$ cat config.mk
export PLATFORM = sky130hd
export DESIGN_NAME = fp_accum
export DESIGN_NICKNAME = d
export VERILOG_FILES = /design/src/rtl/fp_pkg.sv /design/src/rtl/fp_lzc.sv /design/src/rtl/fp_accum.sv
export SDC_FILE = /design/constraint.sdc
export NUM_CORES = 1
export LEC_CHECK = 0
export ABC_AREA = 0
export CAP_MARGIN = 10
export CORE_MARGIN = 2
export CORE_UTILIZATION = 61
export DETAILED_ROUTE_END_ITERATION = 10
export GPL_TIMING_DRIVEN = 0
export PLACE_DENSITY_LB_ADDON = 0.05
export SYNTH_ARGS = -nofsm -noshare
export SYNTH_HDL_FRONTEND = slang
export SYNTH_SLANG_ARGS = --single-unit
$ cat constraint.sdc
create_clock -name clk -period 9.86 [get_ports clk]
set_input_delay 1.972 -clock clk [delete_from_list [all_inputs] [get_ports clk]]
set_output_delay 1.972 -clock clk [all_outputs]
set_load 0.01 [all_outputs]
$ cat src/rtl/fp_pkg.sv
`default_nettype none
// ============================================================================
//  Module      : fp_pkg
//  Description : Shared definitions for the floating-point accumulator.
//                Holds the default field widths, the exponent bias and
//                all-ones exponent constant, a packed fp32 view and the
//                accumulator state encoding.
//  Revision    : 1.0 - initial release
// ============================================================================
package fp_pkg;

    localparam int FP_EXPONENT_WIDTH = 8;
    localparam int FP_MANTISSA_WIDTH = 23;
    localparam int EXP_BIAS          = 127;
    localparam logic [FP_EXPONENT_WIDTH-1:0] EXP_MAX = '1;

    typedef struct packed {
        logic                         sign;
        logic [FP_EXPONENT_WIDTH-1:0] exp;
        logic [FP_MANTISSA_WIDTH-1:0] man;
    } fp32_t;

    typedef enum logic [2:0] {
        ACC   = 3'd0,
        ALIGN = 3'd1,
        ADD   = 3'd2,
        NORM  = 3'd3,
        DONE  = 3'd4
    } acc_state_t;

endpackage
`default_nettype wire

$ cat src/rtl/fp_lzc.sv
`default_nettype none
// ============================================================================
//  Module      : fp_lzc
//  Description : Combinational leading-zero counter used to normalize the
//                accumulator significand.
//  Ports       : i_value - vector to scan (MSB first)
//                o_count - number of leading zeros (WIDTH when all zero)
//  Revision    : 1.0 - initial release
// ============================================================================
module fp_lzc
    import fp_pkg::*;
#(
    parameter int WIDTH   = FP_MANTISSA_WIDTH + 3,
    parameter int COUNT_W = $clog2(WIDTH + 1)
) (
    input  logic [WIDTH-1:0]   i_value,
    output logic [COUNT_W-1:0] o_count
);

    // Scan upward; the highest set bit is the last assignment and wins.
    always_comb begin
        o_count = COUNT_W'(WIDTH);
        for (int i = 0; i < WIDTH; i++) begin
            if (i_value[i]) begin
                o_count = COUNT_W'(WIDTH - 1 - i);
            end
        end
    end

endmodule
`default_nettype wire

$ cat src/rtl/fp_accum.sv
`default_nettype none
// ============================================================================
//  Module      : fp_accum
//  Description : Sums a window of single-precision products into one IEEE-754
//                result. One term per 4 cycles (ACC, ALIGN, ADD, NORM);
//                truncating rounding, denormals flushed, overflow saturates
//                to a signed infinity that is sticky for the window.
//  Ports       : clk, rst_n (synchronous, active low)
//                in_valid/in_ready, in_sign/in_exp/in_man, in_last
//                out_valid/out_ready, out_data {sign,exp,man}, out_count
//  Options     : FP_ACCUM_RELU_EN - when defined, a negative nonzero sum is
//                emitted as +0 (accumulator contents unchanged).
//  Revision    : 1.0 - initial release
// ============================================================================
module fp_accum
    import fp_pkg::*;
#(
    parameter int EXPONENT_WIDTH = FP_EXPONENT_WIDTH,
    parameter int MANTISSA_WIDTH = FP_MANTISSA_WIDTH,
    parameter int COUNT_WIDTH    = 16
) (
    input  logic                                     clk,
    input  logic                                     rst_n,
    input  logic                                     in_valid,
    output logic                                     in_ready,
    input  logic                                     in_sign,
    input  logic [EXPONENT_WIDTH-1:0]                in_exp,
    input  logic [MANTISSA_WIDTH-1:0]                in_man,
    input  logic                                     in_last,
    output logic                                     out_valid,
    input  logic                                     out_ready,
    output logic [EXPONENT_WIDTH+MANTISSA_WIDTH:0]   out_data,
    output logic [COUNT_WIDTH-1:0]                   out_count
);

    // Significand = hidden bit + mantissa + 2 guard bits
    localparam int c_sig_w  = MANTISSA_WIDTH + 3;
    localparam int c_lz_w   = $clog2(c_sig_w + 1);
    localparam int c_data_w = 1 + EXPONENT_WIDTH + MANTISSA_WIDTH;
    // Two extra bits: one for carry headroom, one as a sign for underflow
    localparam int c_ext_w  = EXPONENT_WIDTH + 2;
    localparam logic [EXPONENT_WIDTH-1:0] c_exp_max   = '1;
    localparam logic [EXPONENT_WIDTH-1:0] c_shift_lim = EXPONENT_WIDTH'(c_sig_w);

    acc_state_t r_state;
    acc_state_t w_state_next;

    logic [c_data_w-1:0]       r_acc;
    logic [COUNT_WIDTH-1:0]    r_count;
    logic                      r_t_sign;
    logic [EXPONENT_WIDTH-1:0] r_t_exp;
    logic [MANTISSA_WIDTH-1:0] r_t_man;
    logic                      r_last;
    logic                      r_a_sign;
    logic                      r_b_sign;
    logic [c_sig_w-1:0]        r_a_sig;
    logic [c_sig_w-1:0]        r_b_sig;
    logic [EXPONENT_WIDTH-1:0] r_exp;
    logic [c_sig_w:0]          r_sum;
    logic                      r_sum_sign;

    // ------------------------------------------------------------------
    // Accumulator field views
    // ------------------------------------------------------------------
    logic                      w_acc_sign;
    logic [EXPONENT_WIDTH-1:0] w_acc_exp;
    logic [MANTISSA_WIDTH-1:0] w_acc_man;
    logic                      w_acc_inf;

    assign w_acc_sign = r_acc[c_data_w-1];
    assign w_acc_exp  = r_acc[c_data_w-2 -: EXPONENT_WIDTH];
    assign w_acc_man  = r_acc[MANTISSA_WIDTH-1:0];
    assign w_acc_inf  = (w_acc_exp == c_exp_max);

    // ------------------------------------------------------------------
    // ALIGN: exp==0 operands become zero; the smaller one is shifted right
    // ------------------------------------------------------------------
    logic [EXPONENT_WIDTH-1:0] w_acc_e, w_t_e, w_diff, w_big_exp;
    logic [c_sig_w-1:0]        w_acc_sig, w_t_sig, w_a_al, w_b_al;

    always_comb begin
        w_acc_e   = (w_acc_exp == '0) ? '0 : w_acc_exp;
        w_t_e     = (r_t_exp == '0)   ? '0 : r_t_exp;
        w_acc_sig = (w_acc_exp == '0) ? '0 : {1'b1, w_acc_man, 2'b00};
        w_t_sig   = (r_t_exp == '0)   ? '0 : {1'b1, r_t_man, 2'b00};
        w_a_al    = w_acc_sig;
        w_b_al    = w_t_sig;
        w_big_exp = w_acc_e;
        w_diff    = '0;
        if (w_acc_e >= w_t_e) begin
            w_diff    = w_acc_e - w_t_e;
            w_big_exp = w_acc_e;
            w_b_al    = (w_diff >= c_shift_lim) ? '0 : (w_t_sig >> w_diff);
        end else begin
            w_diff    = w_t_e - w_acc_e;
            w_big_exp = w_t_e;
            w_a_al    = (w_diff >= c_shift_lim) ? '0 : (w_acc_sig >> w_diff);
        end
    end

    // ------------------------------------------------------------------
    // ADD: sign-magnitude add; exact cancellation yields +0
    // ------------------------------------------------------------------
    logic [c_sig_w:0] w_sum;
    logic             w_sum_sign;

    always_comb begin
        w_sum      = '0;
        w_sum_sign = 1'b0;
        if (r_a_sign == r_b_sign) begin
            w_sum      = {1'b0, r_a_sig} + {1'b0, r_b_sig};
            w_sum_sign = r_a_sign;
        end else if (r_a_sig > r_b_sig) begin
            w_sum      = {1'b0, r_a_sig - r_b_sig};
            w_sum_sign = r_a_sign;
        end else if (r_b_sig > r_a_sig) begin
            w_sum      = {1'b0, r_b_sig - r_a_sig};
            w_sum_sign = r_b_sign;
        end
    end

    // ------------------------------------------------------------------
    // NORM: renormalize, detect underflow/overflow, truncate
    // ------------------------------------------------------------------
    logic [c_lz_w-1:0]   w_lz;
    logic [c_sig_w-1:0]  w_norm_sig;
    logic [c_ext_w-1:0]  w_norm_exp;
    logic [c_data_w-1:0] w_norm_result;
    logic                w_unused;

    fp_lzc #(
        .WIDTH   (c_sig_w),
        .COUNT_W (c_lz_w)
    ) u_lzc (
        .i_value (r_sum[c_sig_w-1:0]),
        .o_count (w_lz)
    );

    always_comb begin
        if (r_sum[c_sig_w]) begin
            w_norm_sig = r_sum[c_sig_w:1];
            w_norm_exp = c_ext_w'(r_exp) + c_ext_w'(1);
        end else begin
            w_norm_sig = r_sum[c_sig_w-1:0] << w_lz;
            w_norm_exp = c_ext_w'(r_exp) - c_ext_w'(w_lz);
        end

        if ((r_sum == '0) || w_norm_exp[c_ext_w-1] || (w_norm_exp == '0)) begin
            w_norm_result = '0;
        end else if (w_norm_exp >= c_ext_w'(c_exp_max)) begin
            w_norm_result = {r_sum_sign, c_exp_max, {MANTISSA_WIDTH{1'b0}}};
        end else begin
            w_norm_result = {r_sum_sign, w_norm_exp[EXPONENT_WIDTH-1:0],
                             w_norm_sig[c_sig_w-2:2]};
        end
    end

    // Hidden bit and guard bits are dropped by truncation
    assign w_unused = &{1'b0, w_norm_sig[c_sig_w-1], w_norm_sig[1:0]};

    // ------------------------------------------------------------------
    // Output view
    // ------------------------------------------------------------------
    logic [c_data_w-1:0] w_out_view;

`ifdef FP_ACCUM_RELU_EN
    assign w_out_view = (w_acc_sign && (r_acc[c_data_w-2:0] != '0)) ? '0 : r_acc;
`else
    assign w_out_view = r_acc;
`endif

    // ------------------------------------------------------------------
    // FSM
    // ------------------------------------------------------------------
    always_ff @(posedge clk) begin
        if (!rst_n) begin
            r_state <= ACC;
        end else begin
            r_state <= w_state_next;
        end
    end

    always_comb begin
        w_state_next = r_state;
        in_ready     = 1'b0;
        out_valid    = 1'b0;
        out_data     = '0;
        out_count    = '0;
        case (r_state)
            ACC: begin
                in_ready = rst_n;
                if (in_valid) begin
                    w_state_next = ALIGN;
                end
            end
            ALIGN: w_state_next = ADD;
            ADD:   w_state_next = NORM;
            NORM:  w_state_next = r_last ? DONE : ACC;
            DONE: begin
                out_valid = rst_n;
                out_data  = w_out_view;
                out_count = r_count;
                if (out_ready) begin
                    w_state_next = ACC;
                end
            end
            default: w_state_next = ACC;
        endcase
    end

    // ------------------------------------------------------------------
    // Datapath registers
    // ------------------------------------------------------------------
    always_ff @(posedge clk) begin
        if (!rst_n) begin
            r_acc      <= '0;
            r_count    <= '0;
            r_t_sign   <= 1'b0;
            r_t_exp    <= '0;
            r_t_man    <= '0;
            r_last     <= 1'b0;
            r_a_sign   <= 1'b0;
            r_b_sign   <= 1'b0;
            r_a_sig    <= '0;
            r_b_sig    <= '0;
            r_exp      <= '0;
            r_sum      <= '0;
            r_sum_sign <= 1'b0;
        end else begin
            case (r_state)
                ACC: begin
                    if (in_valid) begin
                        r_t_sign <= in_sign;
                        r_t_exp  <= in_exp;
                        r_t_man  <= in_man;
                        r_last   <= in_last;
                        r_count  <= r_count + 1'b1;
                    end
                end
                ALIGN: begin
                    r_a_sign <= w_acc_sign;
                    r_b_sign <= r_t_sign;
                    r_a_sig  <= w_a_al;
                    r_b_sig  <= w_b_al;
                    r_exp    <= w_big_exp;
                end
                ADD: begin
                    r_sum      <= w_sum;
                    r_sum_sign <= w_sum_sign;
                end
                NORM: begin
                    // Saturated infinity is held until the window is emitted
                    if (!w_acc_inf) begin
                        r_acc <= w_norm_result;
                    end
                end
                DONE: begin
                    if (out_ready) begin
                        r_acc   <= '0;
                        r_count <= '0;
                    end
                end
                default: ;
            endcase
        end
    end

endmodule
`default_nettype wire

After elaboration in Yosys (flattened, before gate mapping) --
Index checks and enable logic that the tools add are counted.
Word-level totals: bits in registers 174
Operators by class: muxes and demuxes 59, add/sub/neg operators 8, reductions and logical operators 13, $lt $le $gt $ge 6, equal/unequal tests 9, shift-type cells 3
Operator list (number):
- $mux W26 | 8
- $mux W32 | 4
- $mux W5 | 16
- $pmux W32 S2 | 1
- $gt A26 B26 Y1 | 2
- $shr A26 B8 Y26 | 2
- $sub A26 B26 Y26 | 2
- $mux W16 | 3
- $mux W4 | 8
- $pmux W16 S2 | 1
- $mux W31 | 1
- $add A26 B26 Y27 | 1
- $logic_not A27 Y1 | 1
- $mux W27 | 1
- $shl A26 B5 Y25 | 1
- $mux W25 | 1
- $mux W8 | 3
- $add A16 B1 Y16 const B | 1
- $ge A8 B5 Y1 const B | 2
- $logic_not A8 Y1 | 2
- $sub A8 B8 Y8 | 2
- $pmux W3 S5 | 1
- $ge A10 B8 Y1 const B | 1
- $logic_not A10 Y1 | 1
- other kinds (18) | 32

Depth between registers and ports, before layout --
depth in word-level cells 33, depth in mapped cells 21, depth with buffers taken out 17

Hierarchy --
From an unflattened synthesis, not the netlist that was laid out.
Unflattened totals: cell total of the unflattened synthesis 2228, area, all modules 16525.8 um^2
By module, submodules not included:
- fp_accum | cells each 2178, area each 16246.8 um^2, times used 1
- fp_lzc | cells each 50, area each 279.0 um^2, times used 1

Worst setup path after synthesis --
Ideal clock, no wire load.
kind in2out, start input rst_n, end output out_valid, data required time 7.888 ns, stages on the path 4, buffers on the path 3, arrival 2.899 ns, path slack 4.989 ns, cells stage by stage clkbuf_1 clkbuf_1 clkbuf_1 and2_1
Between the ends: word-level cells in the longest chain between the ends 1
RTL lines:
- from (decl) | line fp_accum.sv:23 | input logic rst_n,
- $mux W1 | line fp_accum.sv:189 | case (r_state)
- to (decl) | line fp_accum.sv:30 | output logic out_valid,
No other way between the ends.

Worst setup path after layout --
Ends and elaborated chain as after synthesis.

==> flow_summary.rst <==
.. list-table::
   :header-rows: 1

   * - Metric
     - Value
   * - Status
     - finished clean
   * - Cell Pwr Density
     - 178.7 nW/um^2
   * - Post-synth EDFFs
     - 0
   * - DIE AREA
     - just under 30000 sq um
   * - Synth async-reset ratio
     - 0
   * - Clock Latency Late Sink
     - between 0.4 and 0.5 ns
   * - Wirelength per Cell
     - approximately 23 microns
   * - Number of buffers inserted by port buffering
     - 86
   * - Yosys top cell area share
     - 0.2075
   * - Final-report hold violation count
     - 0
   * - Die width
     - 169.9 microns
   * - Initial cell density of the core
     - 0.6213
   * - Max-slew violations
     - 0
   * - End-of-flow core utilization
     - 0.6916
   * - Area delta synth->final
     - 11.32%
   * - Vias per cell
     - slightly below 7
   * - Lkg Pwr
     - 0.007305 uW
   * - Dominant combinational cell family by area after synthesis
     - compound AO/OA/AOI/OAI gates
   * - Maximum clock frequency
     - 146.1 MHz
   * - Worst Path Class, Setup
     - in2out
   * - Max Cap Viol
     - 0
   * - Cell with the largest stage delay on the worst path
     - sky130_fd_sc_hd__clkdlybuf4s50_1
   * - Xor and xnor fraction of the mapped netlist area
     - 0.03338
   * - Yosys Warn Count
     - 0
   * - Number of rows created at floorplan
     - 60
   * - RSZ-0062 raised after global routing
     - false
   * - Final setup violation count
     - 0
   * - Path type of the worst min-delay path
     - reg2reg
   * - Area after DPL
     - 18080 sq um
   * - Pin count of the biggest net entering global routing
     - 17
   * - Category of the worst setup path launch point
     - input pin
   * - Detailed-router iteration count before antenna repair
     - 9
   * - Peak supply drop
     - between 0.0001 and 0.00015 V
   * - Mux cell area share after synthesis
     - 0.07228
   * - Diodes inserted
     - 0
   * - Synthesized netlist cell count
     - 2309
   * - Design Area, Final
     - 18690 sq um
   * - Share of synthesized area occupied by flip-flops and latches
     - 0.2075
   * - Post-synth design cell area
     - 16790 sq um
   * - Most common cell on crit path
     - sky130_fd_sc_hd__clkbuf_1
   * - DP Wirelength
     - 50.44 mm
   * - Normalized max-slew margin
     - 0.2349
   * - Share of final-layout standard cells stronger than drive strength 1
     - 0.05727
   * - Final worst clock skew
     - approximately 0.011 ns
   * - Overall fraction of global-route tracks in use
     - 0.4424
   * - Global-route wire length before repair
     - 99.73 mm
   * - Number of buffers inserted for hold repair after clock tree synthesis
     - 0
   * - Post-layout net count
     - 2558
   * - TritonCTS Buffers
     - 17
   * - Remaining antenna violation count after routing
     - 0
   * - Clock slew seen by the registers of the worst setup and hold paths
     - 0.07 ns
   * - Cell with the most instances after synthesis
     - sky130_fd_sc_hd__nand2_1
   * - Most instantiated flip-flop cell in the synthesis netlist
     - sky130_fd_sc_hd__dfxtp_1
   * - Hold_sp
     - r_last$_SDFFE_PN0P_
   * - Startpoint of the worst setup timing path
     - rst_n
   * - Worst-margin pin slew
     - roughly 1.1 ns
   * - Worst path arrival time
     - 4.87 ns
   * - Library cell occupying the most area in the post-synthesis netlist
     - sky130_fd_sc_hd__dfxtp_1
   * - Synthesized-area fraction occupied by adder cells
     - 0.08241
   * - Vias post-DR
     - 19114
   * - Die H
     - 169.9 microns
   * - Antenna violations before repair
     - 0
   * - Accumulated negative setup slack
     - 0 ns
   * - Max Fanout on Critical Path
     - 10
   * - Required time worst endpoint
     - 7.89 ns
   * - Launching point of the worst reg2reg path
     - r_sum[4]$_SDFFE_PN0P_
   * - Via count of the first global-routing pass
     - 17842
   * - Grt ovf
     - 0
   * - Number of clock sinks
     - 174
   * - Largest incremental delay on the critical path
     - 0.61 ns
   * - Buffers from clock root to sink, at most
     - 2
   * - Post-synthesis sequential element count
     - 174
   * - DRC
     - 0
   * - Critical Path, Cell by Cell
     - clkdlybuf4s50_1 -> clkbuf_1 -> clkbuf_1 -> clkbuf_1 -> and2_1 -> clkdlybuf4s50_1
   * - H-tree level count
     - 4
   * - Compound-gate portion of the synthesized area
     - 0.3147
   * - Post-CTS setup buffer count
     - 0
   * - Cell at the root of the clock tree
     - sky130_fd_sc_hd__clkbuf_16
   * - CTS tree
     - yes
   * - Net Count, Synth
     - 2453
   * - GP Congestion
     - 1.043
   * - Most used standard cells in the synthesized netlist
     - sky130_fd_sc_hd__nand2_1, sky130_fd_sc_hd__a21oi_1, sky130_fd_sc_hd__dfxtp_1, sky130_fd_sc_hd__nor2_1, sky130_fd_sc_hd__o21ai_0
   * - Top cells by area, synth
     - sky130_fd_sc_hd__dfxtp_1, sky130_fd_sc_hd__ha_1, sky130_fd_sc_hd__nand2_1
   * - CORE AREA
     - 27030 sq um
   * - Filler cell count
     - between 2000 and 2500
   * - Post-synthesis cell type count
     - 100
   * - Synth Area in Simple Gates
     - 0.2139
   * - Mapped Avg Cell Area
     - 7.272 sq um
   * - Total Wirelength
     - 64.98 mm
   * - Final-layout worst hold slack
     - 0.4904 ns
   * - Boundary Pins
     - 87
   * - Final Cycle Share
     - 0.6943
   * - Number of violations reported at the end of detailed-routing iteration 0
     - 2675
   * - Final critical-path required period
     - between 6 and 7 ns
   * - Capturing element type of the critical path
     - primary output
   * - Reg2reg setup slack
     - 4.14 ns
   * - Post-cts gate resize count
     - 0
cell usage in the layout (no fill, tap or decap), types with 17 or more instances in the layout:
cell type                         count
sky130_fd_sc_hd__a211oi_1            39
sky130_fd_sc_hd__and3_1              17
sky130_fd_sc_hd__nand2_1            260
sky130_fd_sc_hd__clkdlybuf4s50_1     86
sky130_fd_sc_hd__nand3_1             55
sky130_fd_sc_hd__o21bai_1            18
sky130_fd_sc_hd__mux2i_1             83
sky130_fd_sc_hd__a31oi_1             27
sky130_fd_sc_hd__a21o_1              26
sky130_fd_sc_hd__nor3_1              49
sky130_fd_sc_hd__ha_1               101
sky130_fd_sc_hd__nor2_1             166
sky130_fd_sc_hd__xnor2_1             40
sky130_fd_sc_hd__o21ai_1             21
sky130_fd_sc_hd__inv_1              124
sky130_fd_sc_hd__nor2b_1             29
sky130_fd_sc_hd__clkbuf_1           136
sky130_fd_sc_hd__dfxtp_1            174
sky130_fd_sc_hd__a221oi_1            42
sky130_fd_sc_hd__xor2_1              24
sky130_fd_sc_hd__a21boi_0            53
sky130_fd_sc_hd__mux2_2              22
sky130_fd_sc_hd__o211ai_1            21
sky130_fd_sc_hd__o21ai_0            163
sky130_fd_sc_hd__buf_2               36
sky130_fd_sc_hd__and2_1              68
sky130_fd_sc_hd__a21oi_1            188
sky130_fd_sc_hd__clkbuf_16           17
path summary, 6_finish.rpt:
kind                            cells after the start                      to
worst min register to register                      2     r_last$_SDFFE_PN0P_
worst min-delay path                                2     r_last$_SDFFE_PN0P_
worst max-delay path                                6               out_valid
worst max register to register                     20  r_acc[10]$_SDFFE_PN0P_
state kept, by name (all words and copies together), names as in the netlist, 3 cells and up:
register / cells
r_t_man: 23
r_t_exp: 8
r_exp: 8
r_b_sig: 26
r_a_sig: 26
r_state: 3
r_count: 16
r_sum: 27
r_acc: 32
layout make-up:
| type | count | area [sq um] | share of cell area |
|---|---|---|---|
| Tap cell | 341 | 426.7 | 0.02283 |
| Buffer | 188 | 795.8 | 0.04257 |
| Multi-Input combinational cell | 1820 | 12040 | 0.6441 |
| Inverter | 127 | 479.2 | 0.02564 |
| Clock inverter | 12 | 150.1 | 0.008033 |
| Clock buffer | 20 | 456.7 | 0.02443 |
| Sequential cell | 174 | 3483 | 0.1864 |
| Timing Repair Buffer | 86 | 860.8 | 0.04605 |
cells by family (layout without fill, tap and decap cells):
| kind of cell | after synthesis | count (layout) |
|---|---|---|
| AO/OA/AOI/OAI | 789 | 789 |
| flip-flops | 174 | 174 |
| buffers and inverters | 315 | 433 |
| multiplexers | 111 | 111 |
| XOR/XNOR | 64 | 64 |
| adder cells (fa/ha/maj) | 107 | 107 |
| AND/OR/NAND/NOR | 749 | 749 |
critical path: cells and delay by family:
kind                   cells  cell delay (ns)
buffers and inverters      5             2.66
and+or+nand+nor            1             0.24
per-stage QoR:
step / std cells / total power (uW) / setup WS, ns
6_report: 2768 / 3340 / 3.015
3_3_place_gp: 2736 / 2531 / 3.101
2_1_floorplan: 2309 / 2064 / 4.989
3_5_place_dp: 2736 / 2546 / 3.085
5_1_grt: 2768 / 3478 / 2.998
4_1_cts: 2768 / 3247 / 3.095
metal layers:
metal / global-route usage / up-vias / part of all wire / routed length [microns]
li1: - / 8574 / - / -
met1: 0.5622 / 8857 / 0.38 / 25000
met2: 0.7049 / 1367 / 0.44 / 28430
met3: 0.08535 / 316 / 0.11 / 7359
met4: 0.2486 / 0 / 0.065 / 4195
met5: 0 / - / 0 / 0
where the power goes:
group          total [uW]  internal [uW]  switching (uW)
combinational        1820            620            1200
sequential            812            746            65.9
clock                 711            394             317
Power figures use the tool's default switching activity.
